`src/rtl/data_mem_wr_ctrl_nbuf_if.sv`:
```
// Video input and memory-write bus for the ring-buffer frame writer.
// master = the write controller, slave = the video source / memory side.
interface data_mem_wr_ctrl_nbuf_if #(
  parameter int ADDRS_DW = 21,
  parameter int DW       = 16
);
  logic [DW-1:0]       data;
  logic                hs;
  logic                vs;
  logic                mem_wr_busy;
  logic                mem_wr_start;
  logic [ADDRS_DW-1:0] mem_wr_addrs;
  logic [ADDRS_DW-1:0] mem_wr_lengths;
  logic [DW-1:0]       mem_wr_data;
  logic                mem_wr_data_vld;

  modport master (
    input  data, hs, vs, mem_wr_busy,
    output mem_wr_start, mem_wr_addrs, mem_wr_lengths, mem_wr_data, mem_wr_data_vld
  );

  modport slave (
    output data, hs, vs, mem_wr_busy,
    input  mem_wr_start, mem_wr_addrs, mem_wr_lengths, mem_wr_data, mem_wr_data_vld
  );
endinterface

```
`src/rtl/data_mem_wr_ctrl_nbuf.sv`:
```
// Frame writer into BUF_NUM ring buffers (base + idx*stride) with pixel-count
// integrity check, busy-skip, freeze, and a last-good-buffer read index.
module data_mem_wr_ctrl_nbuf #(
  parameter int IMAGE_WIDE_LENGTH = 256,
  parameter int IMAGE_HIGH_LENGTH = 192,
  parameter int ADDRS_DW          = 21,
  parameter int DW                = 16,
  parameter int BUF_NUM           = 3,
  localparam int IDX_W            = (BUF_NUM <= 2) ? 1 : $clog2(BUF_NUM),
  localparam int PIX_NUM          = IMAGE_WIDE_LENGTH * IMAGE_HIGH_LENGTH
) (
  input  logic                i_clk,
  input  logic                i_rst,
  input  logic                i_freeze_en,
  input  logic [ADDRS_DW-1:0] i_base_addrs,
  input  logic [ADDRS_DW-1:0] i_buf_stride,
  data_mem_wr_ctrl_nbuf_if.master io_bus,
  output logic [IDX_W-1:0]    o_wr_idx,
  output logic [IDX_W-1:0]    o_rd_idx,
  output logic                o_rd_vld,
  output logic                o_frame_done,
  output logic                o_frame_err,
  output logic                o_frame_skip
);
  localparam int CNT_W = $clog2(PIX_NUM + 1);
  localparam logic [CNT_W-1:0] PIX_MAX  = CNT_W'(PIX_NUM);
  localparam logic [IDX_W-1:0] IDX_LAST = IDX_W'(BUF_NUM - 1);

  typedef enum logic [1:0] {S_IDLE, S_WRITE, S_DROP, S_CHECK} state_t;

  state_t              r_state, w_state_nxt;
  logic                r_vs_d;
  logic [CNT_W-1:0]    r_cnt;
  logic                r_ovf;
  logic [IDX_W-1:0]    r_wr_idx, r_rd_idx;
  logic                r_rd_vld, r_done, r_err, r_skip, r_start, r_vld;
  logic [ADDRS_DW-1:0] r_addrs;
  logic [DW-1:0]       r_data;

  logic w_rise, w_fall, w_pix_in, w_good, w_addr_unused;
  logic w_start, w_skip, w_vld, w_over, w_done, w_err, w_clr;
  logic [ADDRS_DW-1:0] w_addr;

  assign w_rise   = io_bus.vs & ~r_vs_d;
  assign w_fall   = ~io_bus.vs & r_vs_d;
  assign w_pix_in = io_bus.hs & io_bus.vs;
  assign w_good   = (r_cnt == PIX_MAX) & ~r_ovf;
  assign w_addr   = i_base_addrs + ADDRS_DW'(r_wr_idx) * i_buf_stride;
  assign w_addr_unused = 1'b0;

  always_ff @(posedge i_clk) begin
    if (i_rst) r_state <= S_IDLE;
    else       r_state <= w_state_nxt;
  end

  always_comb begin
    w_state_nxt = r_state;
    case (r_state)
      S_IDLE:  if (w_rise) w_state_nxt = (i_freeze_en | io_bus.mem_wr_busy) ? S_DROP : S_WRITE;
      S_WRITE: if (w_fall) w_state_nxt = S_CHECK;
      S_DROP:  if (w_fall) w_state_nxt = S_IDLE;
      S_CHECK: w_state_nxt = S_IDLE;
      default: w_state_nxt = S_IDLE;
    endcase
  end

  always_comb begin
    w_start = 1'b0;
    w_skip  = 1'b0;
    w_vld   = 1'b0;
    w_over  = 1'b0;
    w_done  = 1'b0;
    w_err   = 1'b0;
    w_clr   = 1'b0;
    case (r_state)
      S_IDLE: begin
        w_start = w_rise & ~i_freeze_en & ~io_bus.mem_wr_busy;
        w_skip  = w_rise & ~i_freeze_en & io_bus.mem_wr_busy;
      end
      S_WRITE: begin
        w_vld  = w_pix_in & (r_cnt < PIX_MAX);
        w_over = w_pix_in & (r_cnt == PIX_MAX);
      end
      S_CHECK: begin
        w_done = w_good;
        w_err  = ~w_good;
        w_clr  = 1'b1;
      end
      default: ;
    endcase
  end

  // vs_d resets high so a frame already running at reset release never looks like a rise.
  always_ff @(posedge i_clk) begin
    if (i_rst) begin
      r_vs_d   <= 1'b1;
      r_cnt    <= '0;
      r_ovf    <= 1'b0;
      r_wr_idx <= '0;
      r_rd_idx <= '0;
      r_rd_vld <= 1'b0;
      r_done   <= 1'b0;
      r_err    <= 1'b0;
      r_skip   <= 1'b0;
      r_start  <= 1'b0;
      r_vld    <= 1'b0;
      r_addrs  <= '0;
      r_data   <= '0;
    end else begin
      r_vs_d  <= io_bus.vs;
      r_done  <= w_done;
      r_err   <= w_err;
      r_skip  <= w_skip;
      r_start <= w_start;
      r_vld   <= w_vld;
      r_data  <= w_vld ? io_bus.data : '0;
      if (w_start) r_addrs <= w_addr;
      if (w_vld)   r_cnt   <= r_cnt + CNT_W'(1);
      if (w_over)  r_ovf   <= 1'b1;
      if (w_clr) begin
        r_cnt <= '0;
        r_ovf <= 1'b0;
      end
      if (w_done) begin
        r_rd_idx <= r_wr_idx;
        r_rd_vld <= 1'b1;
        r_wr_idx <= (r_wr_idx == IDX_LAST) ? '0 : r_wr_idx + IDX_W'(1);
      end
    end
  end

  assign io_bus.mem_wr_start    = r_start;
  assign io_bus.mem_wr_addrs    = r_addrs;
  assign io_bus.mem_wr_lengths  = ADDRS_DW'(PIX_NUM);
  assign io_bus.mem_wr_data     = r_data;
  assign io_bus.mem_wr_data_vld = r_vld;
  assign o_wr_idx     = r_wr_idx;
  assign o_rd_idx     = r_rd_idx;
  assign o_rd_vld     = r_rd_vld;
  assign o_frame_done = r_done;
  assign o_frame_err  = r_err;
  assign o_frame_skip = r_skip;
endmodule

```
`src/flat_wrapper.sv`:
```
// flat-port wrapper written by rule: the top's interface ports become plain ports
module data_mem_wr_ctrl_nbuf_flat 
#(
  parameter int IMAGE_WIDE_LENGTH = 256,
  parameter int IMAGE_HIGH_LENGTH = 192,
  parameter int ADDRS_DW          = 21,
  parameter int DW                = 16,
  parameter int BUF_NUM           = 3,
  localparam int IDX_W            = (BUF_NUM <= 2) ? 1 : $clog2(BUF_NUM),
  localparam int PIX_NUM          = IMAGE_WIDE_LENGTH * IMAGE_HIGH_LENGTH
)
  (i_clk, i_rst, i_freeze_en, i_base_addrs, i_buf_stride, o_wr_idx, o_rd_idx, o_rd_vld, o_frame_done, o_frame_err, o_frame_skip, io_bus_data, io_bus_hs, io_bus_vs, io_bus_mem_wr_busy, io_bus_mem_wr_start, io_bus_mem_wr_addrs, io_bus_mem_wr_lengths, io_bus_mem_wr_data, io_bus_mem_wr_data_vld);
  data_mem_wr_ctrl_nbuf_if #(.ADDRS_DW(ADDRS_DW), .DW(DW)) io_bus_i ();
  input  logic i_clk;
  input  logic i_rst;
  input  logic i_freeze_en;
  input  logic [ADDRS_DW-1:0] i_base_addrs;
  input  logic [ADDRS_DW-1:0] i_buf_stride;
  output logic [IDX_W-1:0] o_wr_idx;
  output logic [IDX_W-1:0] o_rd_idx;
  output logic o_rd_vld;
  output logic o_frame_done;
  output logic o_frame_err;
  output logic o_frame_skip;
  input wire logic [$bits(io_bus_i.data)-1:0] io_bus_data;
  input wire logic [$bits(io_bus_i.hs)-1:0] io_bus_hs;
  input wire logic [$bits(io_bus_i.vs)-1:0] io_bus_vs;
  input wire logic [$bits(io_bus_i.mem_wr_busy)-1:0] io_bus_mem_wr_busy;
  output wire logic [$bits(io_bus_i.mem_wr_start)-1:0] io_bus_mem_wr_start;
  output wire logic [$bits(io_bus_i.mem_wr_addrs)-1:0] io_bus_mem_wr_addrs;
  output wire logic [$bits(io_bus_i.mem_wr_lengths)-1:0] io_bus_mem_wr_lengths;
  output wire logic [$bits(io_bus_i.mem_wr_data)-1:0] io_bus_mem_wr_data;
  output wire logic [$bits(io_bus_i.mem_wr_data_vld)-1:0] io_bus_mem_wr_data_vld;
  assign io_bus_i.data = io_bus_data;
  assign io_bus_i.hs = io_bus_hs;
  assign io_bus_i.vs = io_bus_vs;
  assign io_bus_i.mem_wr_busy = io_bus_mem_wr_busy;
  assign io_bus_mem_wr_start = io_bus_i.mem_wr_start;
  assign io_bus_mem_wr_addrs = io_bus_i.mem_wr_addrs;
  assign io_bus_mem_wr_lengths = io_bus_i.mem_wr_lengths;
  assign io_bus_mem_wr_data = io_bus_i.mem_wr_data;
  assign io_bus_mem_wr_data_vld = io_bus_i.mem_wr_data_vld;
  data_mem_wr_ctrl_nbuf #(.IMAGE_WIDE_LENGTH(IMAGE_WIDE_LENGTH), .IMAGE_HIGH_LENGTH(IMAGE_HIGH_LENGTH), .ADDRS_DW(ADDRS_DW), .DW(DW), .BUF_NUM(BUF_NUM)) u_core (.i_clk(i_clk), .i_rst(i_rst), .i_freeze_en(i_freeze_en), .i_base_addrs(i_base_addrs), .i_buf_stride(i_buf_stride), .io_bus(io_bus_i), .o_wr_idx(o_wr_idx), .o_rd_idx(o_rd_idx), .o_rd_vld(o_rd_vld), .o_frame_done(o_frame_done), .o_frame_err(o_frame_err), .o_frame_skip(o_frame_skip));
endmodule
```
`config.mk`:
```
export PLATFORM = sky130hd
export DESIGN_NAME = data_mem_wr_ctrl_nbuf_flat
export DESIGN_NICKNAME = d
export VERILOG_FILES = /design/src/rtl/data_mem_wr_ctrl_nbuf_if.sv /design/src/rtl/data_mem_wr_ctrl_nbuf.sv /design/src/flat_wrapper.sv
export SDC_FILE = /design/constraint.sdc
export NUM_CORES = 1
export LEC_CHECK = 0
export ABC_AREA = 1
export BUFFER_PORTS_ARGS = -buffer_cell sky130_fd_sc_hd__buf_2
export CORE_ASPECT_RATIO = 1.5
export CORE_MARGIN = 8
export CORE_UTILIZATION = 40
export CTS_CLUSTER_SIZE = 16
export DETAILED_ROUTE_END_ITERATION = 12
export GPL_TIMING_DRIVEN = 0
export PLACE_DENSITY = 0.62
export SYNTH_ARGS = -nofsm -noshare
export SYNTH_HDL_FRONTEND = slang
export SYNTH_SLANG_ARGS = --single-unit
```
`constraint.sdc`:
```
create_clock -name i_clk -period 3.8 [get_ports i_clk]
set_clock_uncertainty 0.2 [all_clocks]
set_input_delay 0.38 -clock i_clk [delete_from_list [all_inputs] [get_ports i_clk]]
set_output_delay 0.38 -clock i_clk [all_outputs]
set_load 0.05 [all_outputs]
```
# --- Word level (Yosys, flattened, before mapping) ---
# Cells that the tools add are included.
word_totals:
  ff_bits: 67
  output_inout_bits: 68
classes:
  bitwise: 19
  magnitude_cmp: 1
  addsub: 3
  n_mux: 11
  n_eq_ne: 8
  reduce_logical: 6
  mul: 1
op_table:
  columns: ["op", "n"]
  rows:
  - ["21-bit adder", 1]
  - ["2-bit by 21-bit multiplier with 21-bit output", 1]
  - ["16-bit by 1-bit adder with 16-bit output (second input constant)", 1]
  - ["16-bit == test (second input constant)", 1]
  - ["16-bit less-than comparator (second input constant)", 1]
  - ["2-bit 2-to-1 mux", 5]
  - ["1-bit bitwise AND", 9]
  - ["1-bit NOT", 9]
  - ["2-bit one-hot mux with 4 select lines", 1]
  - ["2-bit OR reduction", 4]
  - ["2-bit == test (second input constant)", 3]
  - ["2-bit by 1-bit inequality test with 1-bit output (second input constant)", 3]
  - ["1-bit 2-to-1 mux", 5]
  - ["3-bit AND reduction", 1]
  - ["2-bit by 1-bit adder with 2-bit output (second input constant)", 1]
  - ["2-bit by 1-bit == test with 1-bit output (second input constant)", 1]
  - ["2-bit zero test", 1]
  - ["1-bit OR", 1]

# --- Depth between registers and ports, before layout ---
depth:
  word_depth: 5
  ltp_mapped: 17
  depth_no_buf: 16

# --- Least setup slack after synthesis ---
# No wires, ideal clock.
synth_timing:
  kind: "register -> register"
  startpoint: "reg u_core.r_wr_idx[1], in the netlist u_core.o_wr_idx[1]"
  endpoint: "reg u_core.r_addrs[16], in the netlist u_core.io_bus.mem_wr_addrs[16]"
  path_stages_with_launch: 18
  arrival_ns: 3.005
  n_path_buf: 2
  slack_ns: 0.487
  period_less_slack_ns: 3.313
  path_cell_list: "dfxtp_1 > clkbuf_1 > clkbuf_1 > nand2_1 > fa_1 > inv_1 > ha_1 > nand2_1 > inv_1 > nand2_1 > and2_1 > nor2_1 > nor2_1 > nand2_1 > nand2_1 > nand3_1 > nand2_1 > inv_1"
synth_between:
  elab_chain_len: 2
synth_rtl:
  columns: ["item", "line", "text"]
  rows:
  - ["from (decl)", "data_mem_wr_ctrl_nbuf.sv:35", "logic [IDX_W-1:0] r_wr_idx, r_rd_idx;"]
  - ["from (signal assigned)", "data_mem_wr_ctrl_nbuf.sv:127", "r_wr_idx <= (r_wr_idx == IDX_LAST) ? '0 : r_wr_idx + IDX_W'(1);"]
  - ["2-bit by 21-bit multiplier with 21-bit output", "data_mem_wr_ctrl_nbuf.sv:48", "assign w_addr = i_base_addrs + ADDRS_DW'(r_wr_idx) * i_buf_stride;"]
  - ["21-bit adder", "data_mem_wr_ctrl_nbuf.sv:48", null]
  - ["to (signal assigned)", "data_mem_wr_ctrl_nbuf.sv:117", "if (w_start) r_addrs <= w_addr;"]
  - ["to (decl)", "data_mem_wr_ctrl_nbuf.sv:37", "logic [ADDRS_DW-1:0] r_addrs;"]
# No other way between the ends.
# A chain may end at the register's enable or synchronous reset.

# --- Final worst setup path ---
layout_timing:
  startpoint: "reg u_core.r_wr_idx[0], in the netlist u_core.o_wr_idx[0]"
  endpoint: "reg u_core.r_addrs[13], in the netlist u_core.io_bus.mem_wr_addrs[13]"
# Same word-level chain as after synthesis.

==> flow_summary.json <==
{
  "min_to": "u_core.io_bus.mem_wr_data[5]",
  "die_h_um": 150.1,
  "critPathRequiredTime_ns": 3.83,
  "worstMarginPinSlew_ns": 0.5721,
  "critPathMaxFanout": 10,
  "rr_startpoint": "u_core.o_wr_idx[0]",
  "synth.area.mux_share_pct": 0,
  "num-nets-final": 974,
  "cts_resized": 0,
  "cts_hold_buf": 0,
  "yosysSeqAreaShare_pct": 27.96,
  "die_area_mm2": 0.01583,
  "synth_compound_area_share_pct": 6.703,
  "antenna_found_initial": 0,
  "yosys.area_share.adder_pct": 14.08,
  "cts_setup_buffers": 0,
  "hp-class": "input port to flip-flop",
  "wire_per_inst_um": 11.55,
  "hold_viol": 0,
  "synth_top_family_by_area": "simple AND/OR/NAND/NOR gates",
  "track_usage_pct": 15.12,
  "slew_violations": 0,
  "synthCells": 728,
  "status": "complete, no violations",
  "yosys_warnings": 0,
  "p_leak_nw": 3.400,
  "std_cell_rows": 49,
  "rsz0062_at_grt": "false",
  "holdCritStartpoint": "io_bus_data[5]",
  "grt_pass1_wl_mm": 19.58,
  "num_antenna_cells": 0,
  "grt_pass1_vias": 4391,
  "synth_area_mm2": 0.004797,
  "htree_levels": 3,
  "numClockSinks": 67,
  "clk_pin_slew_ns": 0.06,
  "cts_tree": "done",
  "synth_edf_count": 0,
  "final_common_cell": "nand2_1",
  "dp_hpwl_mm": 10.14,
  "synth-seq-cells": 67,
  "synthSimpleGateAreaFrac_pct": 31.61,
  "start_util_pct": 40.54,
  "ys.flop_type": "dfxtp_1",
  "arrival_ns": 3.43,
  "critPathLaunchType": "flip-flop",
  "endpoint_kind": "flip-flop",
  "ff2ff_path_depth": 16,
  "setup_viol": 0,
  "wirelength_mm": 11.85,
  "cts.path.max_buffers": 2,
  "drc": 0,
  "drtPass1Iterations": 4,
  "postRouteAntennaNets": 0,
  "port_buffers": 110,
  "drt-initial-drc-count": 131,
  "post_dp_cell_area_mm2": 0.005610,
  "fin_setup_tns_ns": 0,
  "cts-root-buf": "clkbuf_16",
  "design_area_mm2": 0.005977,
  "slew_headroom_pct": 61.86,
  "synth.distinct_cells": 34,
  "die_w_um": 105.4,
  "vdd_drop_max_mv": 0.2450,
  "fin_crit_ns": 3.407,
  "io_pins": 132,
  "layout_common_cells": "179 x nand2_1, 149 x inv_1, 111 x buf_2",
  "vias": 4485,
  "crit_type": "flip-flop to flip-flop",
  "synth_xor_area_share_pct": 2.556,
  "grt_max_degree": 13,
  "gr-total-overflow": 0,
  "core_area_mm2": 0.01183,
  "final.period_utilization_pct": 89.67,
  "cts_made_buffers": 9,
  "final_layout_size_suffix_gt1_share_pct": 19.59,
  "gp_congestion": 0.8784,
  "clk_latency_ns": 0.33,
  "area_delta_synth_final_pct": 24.60,
  "reg2reg_slack_ns": 0.39,
  "drv_cap": 0,
  "syn_avg_cell_area_um2": 6.589,
  "async_reset_ff_share_pct": 0,
  "fmax_mhz": 293.5,
  "reg2reg_to": "u_core.io_bus.mem_wr_addrs[13]",
  "viasPerCell": 4.371,
  "p_per_area_mw_per_mm2": 325.9,
  "holdPathStages": 3,
  "hold_ws_ns": 0.06014
}
cell usage after synthesis (8+ instances only):
| cell type | instances | area share, % |
|---|---|---|
| nor3_1 | 9 | 0.94 |
| dfxtp_1 | 67 | 28 |
| fa_1 | 20 | 8.3 |
| inv_1 | 149 | 12 |
| o21ai_0 | 19 | 2.0 |
| a21oi_1 | 32 | 3.3 |
| nand2_1 | 179 | 14 |
| buf_4 | 23 | 3.6 |
| nor2_1 | 100 | 7.8 |
| nand3_1 | 40 | 4.2 |
| xor2_1 | 13 | 2.4 |
| clkbuf_1 | 8 | 0.63 |
| ha_1 | 22 | 5.7 |
cell type report:
cell class                 count  area [um2]
timing repair buffer         110       550.5
fill                        1276        5856
inverter                     152       570.5
sequential                    67        1341
tap                          153       191.4
buffer                        35       242.7
multi-input combinational    493        2715
clock inverter                 6       136.4
clock buffer                  10       229.0
worst max-delay path, stage by stage, from the launching register on:
cell and delay [ns]:
dfxtp_1 0.44, clkbuf_1 0.46, nand2_1 0.14, fa_1 0.50, inv_1 0.04, ha_1 0.24, fa_1 0.47, nand3_1 0.12
nand3_1 0.10, nand2_1 0.11, nand2_1 0.11, nand2_1 0.09, nand2_1 0.05, nand2_1 0.05, nand3_1 0.08, nand2_1 0.07
inv_1 0.03
cells by family (layout without fill, tap and decap cells):
kind of cell,Yosys count,in the layout
simple gates,356,356
buf+inv,187,313
flops,67,67
compound gates,60,60
fa+ha+maj,42,42
xor+xnor,14,14
other cells,2,21
layer usage:
layer | GRT usage (%) | part of all wire, % | vias to the layer above
met1 | 15.13 | 39 | 1958
li1 | - | - | 2430
met2 | 29.79 | 57 | 81
met5 | 0 | 0 | -
met3 | 2.699 | 3.1 | 16
met4 | 5.950 | 1.3 | 0
stage by stage:
| step | setup slack (ns) | cells | util [%] | total power, W |
|---|---|---|---|---|
| after floorplan | 0.4865 | 747 | - | 0.0008913 |
| after global placement | 0.2182 | 1010 | 47.41 | 0.0009531 |
| after detailed placement | 0.2431 | 1010 | 47.41 | 0.0009541 |
| after CTS | 0.2146 | 1026 | 50.50 | 0.001969 |
| after global routing | 0.00003686 | 1026 | 50.51 | 0.002031 |
| final | 0.3926 | 1026 | 50.51 | 0.001948 |
sequential cells by signal, indices dropped and copies added, names as in the netlist, 2 cells and up:
| name | flops |
|---|---|
| u_core.io_bus.mem_wr_addrs | 21 |
| u_core.io_bus.mem_wr_data | 16 |
| u_core.o_rd_idx | 2 |
| u_core.o_wr_idx | 2 |
| u_core.r_cnt | 16 |
| u_core.r_state | 2 |
worst max path at each step:
stage	slack, ns	from	depth (start not counted)	to
2_1_floorplan	0.49	u_core.o_wr_idx[1]	17	u_core.io_bus.mem_wr_addrs[16]
3_3_place_gp	0.22	u_core.o_wr_idx[1]	15	u_core.io_bus.mem_wr_addrs[16]
3_5_place_dp	0.24	u_core.o_wr_idx[1]	15	u_core.io_bus.mem_wr_addrs[16]
4_1_cts	0.21	u_core.o_wr_idx[1]	15	u_core.io_bus.mem_wr_addrs[16]
5_1_grt	0.00004	u_core.o_wr_idx[1]	15	u_core.io_bus.mem_wr_addrs[16]
6_report	0.39	u_core.o_wr_idx[0]	16	u_core.io_bus.mem_wr_addrs[13]
power by group:
group          total (W)  internal [W]  leakage [nW]  switching [W]
clock            0.00101      0.000709         0.173       0.000300
combinational   0.000224     0.0000741          2.69       0.000150
sequential      0.000714      0.000710         0.541     0.00000453
(Power assumes the default switching activity.)
